--- config.mk ---
export PLATFORM = sky130hd
export DESIGN_NAME = axi_rt_budget_ctrl
export DESIGN_NICKNAME = d
export VERILOG_FILES = /design/src/rtl/axi_rt_pkg.sv /design/src/rtl/axi_rt_budget_cnt.sv /design/src/rtl/axi_rt_budget_ctrl.sv
export SDC_FILE = /design/constraint.sdc
export NUM_CORES = 2
export LEC_CHECK = 0
export ABC_AREA = 1
export CAP_MARGIN = 10
export CORE_MARGIN = 2
export CORE_UTILIZATION = 43
export CTS_CLUSTER_DIAMETER = 30
export CTS_CLUSTER_SIZE = 40
export DETAILED_ROUTE_END_ITERATION = 6
export MAX_ROUTING_LAYER = met4
export SYNTH_ARGS = -nofsm -noshare
export SYNTH_HDL_FRONTEND = slang
export SYNTH_HIERARCHICAL = 1
export SYNTH_SLANG_ARGS = --single-unit
--- constraint.sdc ---
create_clock -name clk_i -period 4.4 [get_ports clk_i]
set_clock_uncertainty 0.05 [all_clocks]
set_input_delay 1.32 -clock clk_i [delete_from_list [all_inputs] [get_ports clk_i]]
set_output_delay 1.32 -clock clk_i [all_outputs]
set_load 0.02 [all_outputs]
--- src/rtl/axi_rt_pkg.sv ---
// Shared types and helpers for the real-time budget/period accountant.
package axi_rt_pkg;

    localparam int unsigned BudgetWidth = 32;
    localparam int unsigned PeriodWidth = 32;
    localparam int unsigned BeatsWidth  = 9;
    localparam int unsigned OvrWidth    = 8;

    typedef logic [BudgetWidth-1:0] budget_t;
    typedef logic [PeriodWidth-1:0] period_t;
    typedef logic [BeatsWidth-1:0]  beats_t;
    typedef logic [OvrWidth-1:0]    ovr_t;

    typedef struct packed {
        budget_t budget;
        period_t period;
    } rt_cfg_t;

    function automatic budget_t sat_sub(budget_t a, beats_t b);
        budget_t bz;
        bz = budget_t'(b);
        return (a > bz) ? a - bz : '0;
    endfunction

endpackage

--- src/rtl/axi_rt_budget_cnt.sv ---
// One channel-region accountant: credit/period counters, shadow->active config,
// stall flag and saturating overrun counter.
module axi_rt_budget_cnt
    import axi_rt_pkg::*;
(
    input  logic    clk_i,
    input  logic    rst_ni,
    input  logic    enable_i,
    input  rt_cfg_t shadow_i,
    input  logic    commit_i,
    input  logic    req_i,
    input  beats_t  beats_i,
    input  logic    ovr_clear_i,
    output logic    ready_o,
    output budget_t budget_left_o,
    output period_t period_left_o,
    output ovr_t    overrun_o,
    output logic    pending_o,
    output logic    irq_o
);

    rt_cfg_t active_q, active_d, staged_q, staged_d, next_cfg;
    budget_t budget_q, budget_d;
    period_t period_q, period_d;
    ovr_t    ovr_q, ovr_d;
    logic    pending_q, pending_d, stall_q, stall_d, irq_q;
    logic    restricted, accept, stall, wrap, ovr_evt;

    assign restricted = enable_i && (active_q.period != '0);
    assign ready_o    = !restricted || (budget_q >= budget_t'(beats_i));
    assign accept     = req_i && ready_o && restricted;
    assign stall      = req_i && !ready_o;
    assign wrap       = restricted && (period_q <= period_t'(1));
    assign next_cfg   = pending_q ? staged_q : active_q;
    // A stall seen in the wrap cycle itself still belongs to the closing period.
    assign ovr_evt    = wrap && (stall_q || stall);

    always_comb begin
        active_d  = active_q;
        staged_d  = staged_q;
        pending_d = pending_q;
        budget_d  = budget_q;
        period_d  = period_q;
        stall_d   = stall_q;
        ovr_d     = ovr_q;
        if (!restricted) begin
            active_d  = next_cfg;
            pending_d = 1'b0;
            budget_d  = next_cfg.budget;
            period_d  = next_cfg.period;
            stall_d   = 1'b0;
        end else if (wrap) begin
            active_d  = next_cfg;
            pending_d = 1'b0;
            period_d  = next_cfg.period;
            budget_d  = accept ? sat_sub(next_cfg.budget, beats_i) : next_cfg.budget;
            stall_d   = 1'b0;
        end else begin
            period_d = period_q - period_t'(1);
            if (accept) budget_d = budget_q - budget_t'(beats_i);
            stall_d = stall_q || stall;
        end
        // Commit after the wrap decision so a coincident wrap uses the old staged set.
        if (commit_i) begin
            staged_d  = shadow_i;
            pending_d = 1'b1;
        end
        if (ovr_clear_i)                  ovr_d = '0;
        else if (ovr_evt && ovr_q != '1)  ovr_d = ovr_q + ovr_t'(1);
    end

    always_ff @(posedge clk_i or negedge rst_ni) begin
        if (!rst_ni) begin
            active_q  <= '0;
            staged_q  <= '0;
            pending_q <= 1'b0;
            budget_q  <= '0;
            period_q  <= '0;
            stall_q   <= 1'b0;
            ovr_q     <= '0;
            irq_q     <= 1'b0;
        end else begin
            active_q  <= active_d;
            staged_q  <= staged_d;
            pending_q <= pending_d;
            budget_q  <= budget_d;
            period_q  <= period_d;
            stall_q   <= stall_d;
            ovr_q     <= ovr_d;
            irq_q     <= ovr_evt;
        end
    end

    assign budget_left_o = budget_q;
    assign period_left_o = period_q;
    assign overrun_o     = ovr_q;
    assign pending_o     = pending_q;
    assign irq_o         = irq_q;

endmodule

--- src/rtl/axi_rt_budget_ctrl.sv ---
// Per-channel, per-region budget accountant: region decode, ready mux and
// pending/irq reduction over an array of axi_rt_budget_cnt instances.
module axi_rt_budget_ctrl
    import axi_rt_pkg::*;
#(
    parameter int unsigned NumChannels = 2,
    parameter int unsigned NumRegions  = 4,
    localparam int unsigned RegW = (NumRegions > 1) ? $clog2(NumRegions) : 1,
    localparam int unsigned NCR  = NumChannels * NumRegions
) (
    input  logic                        clk_i,
    input  logic                        rst_ni,
    input  logic [NCR-1:0]              enable_i,
    input  logic [NCR*BudgetWidth-1:0]  cfg_budget_i,
    input  logic [NCR*PeriodWidth-1:0]  cfg_period_i,
    input  logic                        cfg_commit_i,
    output logic                        cfg_pending_o,
    input  logic [NumChannels-1:0]      req_valid_i,
    input  logic [NumChannels*RegW-1:0] req_region_i,
    input  logic [NumChannels*BeatsWidth-1:0] req_beats_i,
    output logic [NumChannels-1:0]      req_ready_o,
    output logic [NCR*BudgetWidth-1:0]  budget_left_o,
    output logic [NCR*PeriodWidth-1:0]  period_left_o,
    output logic [NCR*OvrWidth-1:0]     overrun_o,
    input  logic                        ovr_clear_i,
    output logic                        irq_o
);

    logic [NCR-1:0] rdy, pend, irq;

    for (genvar c = 0; c < NumChannels; c++) begin : g_ch
        logic [RegW-1:0] region;
        logic            ready_c;
        assign region = req_region_i[c*RegW +: RegW];

        // Out-of-range indices match no region and therefore read not-ready.
        always_comb begin
            ready_c = 1'b0;
            for (int r = 0; r < NumRegions; r++)
                if (region == RegW'(r)) ready_c = rdy[c*NumRegions + r];
        end
        assign req_ready_o[c] = ready_c;

        if ((1 << RegW) > NumRegions) begin : g_chk
            a_region: assert property (@(posedge clk_i) disable iff (!rst_ni)
                req_valid_i[c] |-> (region < RegW'(NumRegions)));
        end

        for (genvar r = 0; r < NumRegions; r++) begin : g_rg
            localparam int unsigned I = c*NumRegions + r;
            rt_cfg_t shadow;
            assign shadow.budget = cfg_budget_i[I*BudgetWidth +: BudgetWidth];
            assign shadow.period = cfg_period_i[I*PeriodWidth +: PeriodWidth];

            axi_rt_budget_cnt u_cnt (
                .clk_i        (clk_i),
                .rst_ni       (rst_ni),
                .enable_i     (enable_i[I]),
                .shadow_i     (shadow),
                .commit_i     (cfg_commit_i),
                .req_i        (req_valid_i[c] && (region == RegW'(r))),
                .beats_i      (req_beats_i[c*BeatsWidth +: BeatsWidth]),
                .ovr_clear_i  (ovr_clear_i),
                .ready_o      (rdy[I]),
                .budget_left_o(budget_left_o[I*BudgetWidth +: BudgetWidth]),
                .period_left_o(period_left_o[I*PeriodWidth +: PeriodWidth]),
                .overrun_o    (overrun_o[I*OvrWidth +: OvrWidth]),
                .pending_o    (pend[I]),
                .irq_o        (irq[I])
            );
        end
    end

    assign cfg_pending_o = |pend;
    assign irq_o         = |irq;

endmodule

# --- Yosys cells after proc, flatten, opt, wreduce, memory -nomap -nowiden ---
# Cells that the tools add are included.
totals:
  inputBits: 548
  out_inout_bits: 580
  elab_cells: 434
  regBits: 1624
op_classes:
  n_reduce_logical: 116
  magnitude_cmp: 24
  n_addsub: 32
  n_eq_ne: 38
  mux: 144
op_table:
  columns: ["operator", "n"]
  rows:
  - ["$mux 32", 56]
  - ["$mux 64", 24]
  - ["$sub 32x9->32", 16]
  - ["$ge 32x9->1", 8]
  - ["$gt 32x9->1", 8]
  - ["$le 32x1->1 const B", 8]
  - ["$reduce_bool 32->1", 8]
  - ["$sub 32x1->32 const B", 8]
  - ["$mux 8", 16]
  - ["$add 8x1->8 const B", 8]
  - ["$logic_and 1x1->1", 64]
  - ["$ne 8x8->1 const B", 8]
  - ["$mux 1", 48]
  - ["$ne 3x3->1 const B", 16]
  - ["$logic_not 1->1", 16]
  - ["$logic_or 1x1->1", 16]
  - ["$ne 2x2->1 const B", 8]
  - ["$reduce_bool 2->1", 8]
  - ["$reduce_or 8->1", 2]
  - ["$eq 2x2->1 const B", 4]
  - ["$eq 2x1->1 const B", 2]
  - ["$logic_not 2->1", 2]

# --- Depth between registers and ports, before layout ---
depth:
  word_depth: 11
  mapped_depth: 26

# --- Modules after synthesis ---
# The synthesis kept the hierarchy.
by_module_without_submodules:
  columns: ["mod", "n_inst", "area_each_um2", "seq_area_each_um2", "cells_per_inst"]
  rows:
  - ["axi_rt_budget_cnt (g_ch[0].g_rg[0].u_cnt ...)", 2, 12426.9, 5079.9, 1751]
  - ["axi_rt_budget_cnt (g_ch[0].g_rg[1].u_cnt)", 1, 12351.8, 5079.9, 1716]
  - ["axi_rt_budget_cnt (g_ch[1].g_rg[1].u_cnt)", 1, 12329.3, 5079.9, 1736]
  - ["axi_rt_budget_cnt (g_ch[1].g_rg[2].u_cnt)", 1, 12303.0, 5079.9, 1751]
  - ["axi_rt_budget_cnt (g_ch[1].g_rg[3].u_cnt)", 1, 12126.6, 5079.9, 1748]
  - ["axi_rt_budget_cnt (g_ch[1].g_rg[0].u_cnt)", 1, 12087.8, 5079.9, 1741]
  - ["axi_rt_budget_cnt (g_ch[0].g_rg[3].u_cnt)", 1, 12057.8, 5079.9, 1738]
  - ["axi_rt_budget_ctrl", 1, 182.7, 0.0, 36]

# --- Least setup slack after synthesis ---
# No wires, ideal clock.
synth_timing:
  path_kind: "input port to output port"
  start: "input req_beats_i[0]"
  end: "output req_ready_o[0]"
  stages: 14
  t_arrival_ps: 2897
  path_buffers: 1
  slack_ps: 133
  path_cell_list: "ha_1 > fa_1 > inv_1 > nand3_1 > nand2_1 > nand2_1 > nand2_1 > nand2_2 > nand2_1 > inv_2 > nand3_2 > nand3_1 > nand4_1 > buf_4"
synth_between:
  elab_cells_between_ends: 12
  classes_between: "order compare (4); mux (4); reduce/logical (4)"
synth_rtl:
  columns: ["item", "line", "source"]
  rows:
  - ["from (decl)", "axi_rt_budget_ctrl.sv:20", "input logic [NumChannels*BeatsWidth-1:0] req_beats_i,"]
  - ["$ge 32x9->1", "axi_rt_budget_cnt.sv:30", "assign ready_o = !restricted || (budget_q >= budget_t'(beats_i));"]
  - ["$logic_or 1x1->1", "axi_rt_budget_cnt.sv:30", null]
  - ["named net rdy[2]", "axi_rt_budget_ctrl.sv:29", "logic [NCR-1:0] rdy, pend, irq;"]
  - ["$mux 1 (2 in a row)", "axi_rt_budget_ctrl.sv:40", "if (region == RegW'(r)) ready_c = rdy[c*NumRegions + r];"]
  - ["to (decl)", "axi_rt_budget_ctrl.sv:21", "output logic [NumChannels-1:0] req_ready_o,"]
# The timed path passes the listed nets, and every way through them passes these cells.

# --- Final worst setup path ---
layout_timing:
  start: "input req_beats_i[9]"
  end: "output req_ready_o[1]"
layout_between:
  elab_cells_between_ends: 12
  classes_between: "order compare (4); mux (4); reduce/logical (4)"
layout_rtl:
  columns: ["item", "line"]
  rows:
  - ["$ge 32x9->1", "axi_rt_budget_cnt.sv:30"]
  - ["$logic_or 1x1->1", "axi_rt_budget_cnt.sv:30"]
  - ["named net rdy[7]", "axi_rt_budget_ctrl.sv:29"]
  - ["$mux 1", "axi_rt_budget_ctrl.sv:40"]
# The timed path passes the listed nets, and every way through them passes these cells.

==> qor.csv <==
stage;metric;value;unit
synth;synth top area cells;dfrtp_1 (41%), nand2_1 (18%), o21ai_0 (6.8%), inv_1 (6.0%), nor2_1 (4.6%);
synth;Yosys reg bits;1624;
routing;Top Layer Used;met4;
die;die area;0.2324;mm^2
routing;1st-iter DRT viols;7968;
worst_setup_path;Worst Path Arrival;3.35;ns
worst_setup_path;CP Cell Sequence;buf_16 > ha_4 > fa_2 > inv_2 > nand2_2 > nand2_2 > nand3_2 > nand2_2 > buf_6 > nand2_4 > nand2_4 > inv_4 > nand3_4 > nand3_2 > nand4_1 > buf_6;
die;Starting Density;43.25;%
worst_setup_path;critical path's most frequent cell;nand2_2;
synth;Synth area leader;dfrtp_1;
routing;vias per cell;5.175;
routing;mean routed wirelength per cell;19.67;um
synth;Avg Cell Area, Syn;7.037;um^2
global_route;vias in the first global route;96640;
synth;Top FF cell, synth;dfrtp_1;
worst_setup_path;Worst R2R Path Depth;32;
placement;setup slack at placement;-1.275;ns
sta;FMAX;212.0;MHz
die;Core Rows;175;
routing;Remaining DRCs;0;
worst_setup_path;worst reg2reg path startpoint;g_ch[1].g_rg[0].u_cnt/budget_left_o[2];
clocking;H-tree depth;5;
final_layout;share of cells above drive strength 1;14.81;%
clocking;clk buf depth;4;
routing;ANT nets after route;0;
clocking;CTS clock-pin slew for the worst setup and hold paths;0.05;ns
global_route;global-route wire length before repair;574700;um
clocking;cts hold-fix bufs;0;
routing;met2 WL;175100;um
synth;Syn Nets;14700;
routing;Vias;100200;
placement;GPL Wtd Cong;0.9826;
routing;met1 wire length;159500;um
synth;count leader, synth;nand2_1;
clocking;TritonCTS clock tree;done;
synth;register area share after synthesis;41.34;%
clocking;Clock Latency Late Sink;0.96;ns
global_route;grt total ovfl;0;
global_route;largest net degree at the start of global routing;138;
worst_setup_path;Register-to-Register Setup Slack;-0.17;ns
placement;placed cell count;18390;
synth;Post-Syn Instances;13970;
global_route;total track usage;32.81;%
run;max-cap violations;0;
synth;synth warn;6;
clocking;Root Buffer Master;clkbuf_16;
worst_setup_path;CP max stage delay;0.40;ns
die;die height;482.1;um
die;die width;482.1;um
power_and_ir_drop;power density cells;502.7;mW/mm^2
worst_setup_path;Setup crit end kind;output pin;
routing;drt total wl;380900;um
sta;Final Hold Viols;0;
final_layout;Filler cells;21220;
routing;met3 WL;26310;um
sta;Tightest Pin Transition;1.149;ns
synth;Post-synth EDFFs;0;
global_route;antenna violations before repair;49;
placement;DP Wirelength;288200;um
outcome;violated checks;negative setup slack;
placement;Post-DP Area;0.1175;mm^2
final_layout;Layout Area Growth over Synthesis;37.66;%
sta;post-route setup TNS;-0.8619;ns
sta;final setup fails;3;
sta;unrepaired setup endpoints after global routing;true;
final_layout;nets@finish;16690;
synth;Post-synth top cells;nand2_1 (4602), dfrtp_1 (1624), inv_1 (1582);
sta;fin worst setup slack;-0.3174;ns
routing;drt pass-1 iters;6;
die;core footprint;0.2273;mm^2
synth;Yosys top cell area share;41.34;%
final_layout;Layout Cells excl Fill;19370;
clocking;Inserted Clock Buffers;424;
clocking;CTS sink count;1624;
power_and_ir_drop;Power, Total;68.02;mW
final_layout;area of the multi-input gates;0.05007;mm^2
die;IO Count;1128;
worst_setup_path;kind of critical path;in -> out;
worst_setup_path;WP data required;3.03;ns
synth;async set or reset register ratio after synthesis;100.0;%
sta;final slew viol count;0;
synth;Cell variety after synth;73;
synth;Post-Syn Area;0.09829;mm^2
hold_path;hold crit path type;in -> async;
worst_setup_path;RR Endpoint;g_ch[1].g_rg[0].u_cnt/budget_left_o[8];
power_and_ir_drop;Peak supply drop;0.4753;mV
worst_setup_path;Worst Setup Start Kind;input pin;
final_layout;register area;0.04067;mm^2
sta;fin crit period;4.717;ns
sta;Rel. slew slack;23.40;%
worst_setup_path;Crit-path slowest cell;fa_2;
final_layout;Post-Layout Inst Area;0.1353;mm^2
sta;fin crit share;107.2;%
placement;I/O Buffers;1127;
worst_setup_path;crit path max fanout;5;
power_and_ir_drop;P_leak;65.23;nW
outcome;outcome;finished with violations;
## state kept, by name, indices dropped and copies added, names as in the netlist
register / cells
g_ch.g_rg.u_cnt/overrun_o: 64
g_ch.g_rg.u_cnt/budget_left_o: 256
g_ch.g_rg.u_cnt/period_left_o: 256
g_ch.g_rg.u_cnt/irq_o: 8
g_ch.g_rg.u_cnt/pending_o: 8
g_ch.g_rg.u_cnt/staged_q: 512
g_ch.g_rg.u_cnt/stall_q: 8
g_ch.g_rg.u_cnt/active_q: 512
## placed cells by master, fill, tap and decap left out, drive strengths merged, types with 103 or more instances in the layout
master	count
xnor2	140
nand3	782
nor3	175
nor2	1301
buf	951
dfrtp	1624
xor2	216
clkinv	111
ha	168
clkdlybuf4s50	1104
clkbuf	531
nand4	178
o211ai	103
o21ai	1582
a21oi	495
inv	1700
nand2	4678
## per-stage QoR
stage	util (%)	hold slack (ns)
after detailed placement	51.72	0.4083
after CTS	59.13	0.2498
final	59.54	0.2488
after floorplan	-	0.3917
after global placement	51.72	0.4033
after global routing	59.53	0.2483
## worst max-delay path: cells and delay by family
kind / cells / cell delay (ns)
buf+inv: 5 / 0.53
simple gates: 9 / 0.92
fa+ha+maj: 2 / 0.57
## how the worst max path moves through the flow
stage | to | slack (ns) | startpoint
after detailed placement | req_ready_o[0] | -1.27 | req_beats_i[0]
after CTS | req_ready_o[1] | -0.26 | req_beats_i[9]
after global placement | req_ready_o[0] | -1.27 | req_beats_i[0]
final | req_ready_o[1] | -0.32 | req_beats_i[9]
after global routing | req_ready_o[1] | -0.35 | req_beats_i[9]
after floorplan | req_ready_o[0] | 0.13 | req_beats_i[0]
## cell type report
type | instances | area share (%)
repair buffers | 2059 | 14.23
diodes | 50 | 0.09247
well taps | 3009 | 2.782
flip-flops and latches | 1624 | 30.06
clock buffers | 527 | 8.616
inverters | 1682 | 4.749
multi-input cells | 10170 | 37.00
clock inverters | 244 | 2.469
## cell families (layout without fill, tap and decap cells)
kind of cell	count (synthesis)	count (layout)	share of synthesized area [%]
and+or+nand+nor	7268	7269	30.85
buffers and inverters	2174	4512	9.030
xor gates and xnor gates	356	356	3.172
AOI/OAI and AO/OA	2362	2362	13.14
adders and majority gates	184	184	2.464
DFF	1624	1624	41.34
other	0	50	0
## layer usage
layer | global-route usage (%) | vias to the layer above
li1 | - | 48930
met1 | 40.58 | 47120
met2 | 51.07 | 3310
met3 | 6.685 | 863
met4 | 16.20 | 0
met5 | - | -
## repair_timing
| item | in CTS | in global routing |
|---|---|---|
| setup buffers | 139 | 35 |
| gates cloned | 0 | 3 |
| gates resized for setup | 248 | 203 |
| setup endpoints to repair | 3 | 73 |
| pin swaps | 78 | 90 |
## power by group
part	switching (mW)	internal (mW)	total (mW)
combinational	9.89	6.74	16.6
clock	9.65	22.6	32.3
sequential	2.18	16.9	19.1
total	21.7	46.3	68.0
No activity file was read; power rests on OpenSTA's default activity.
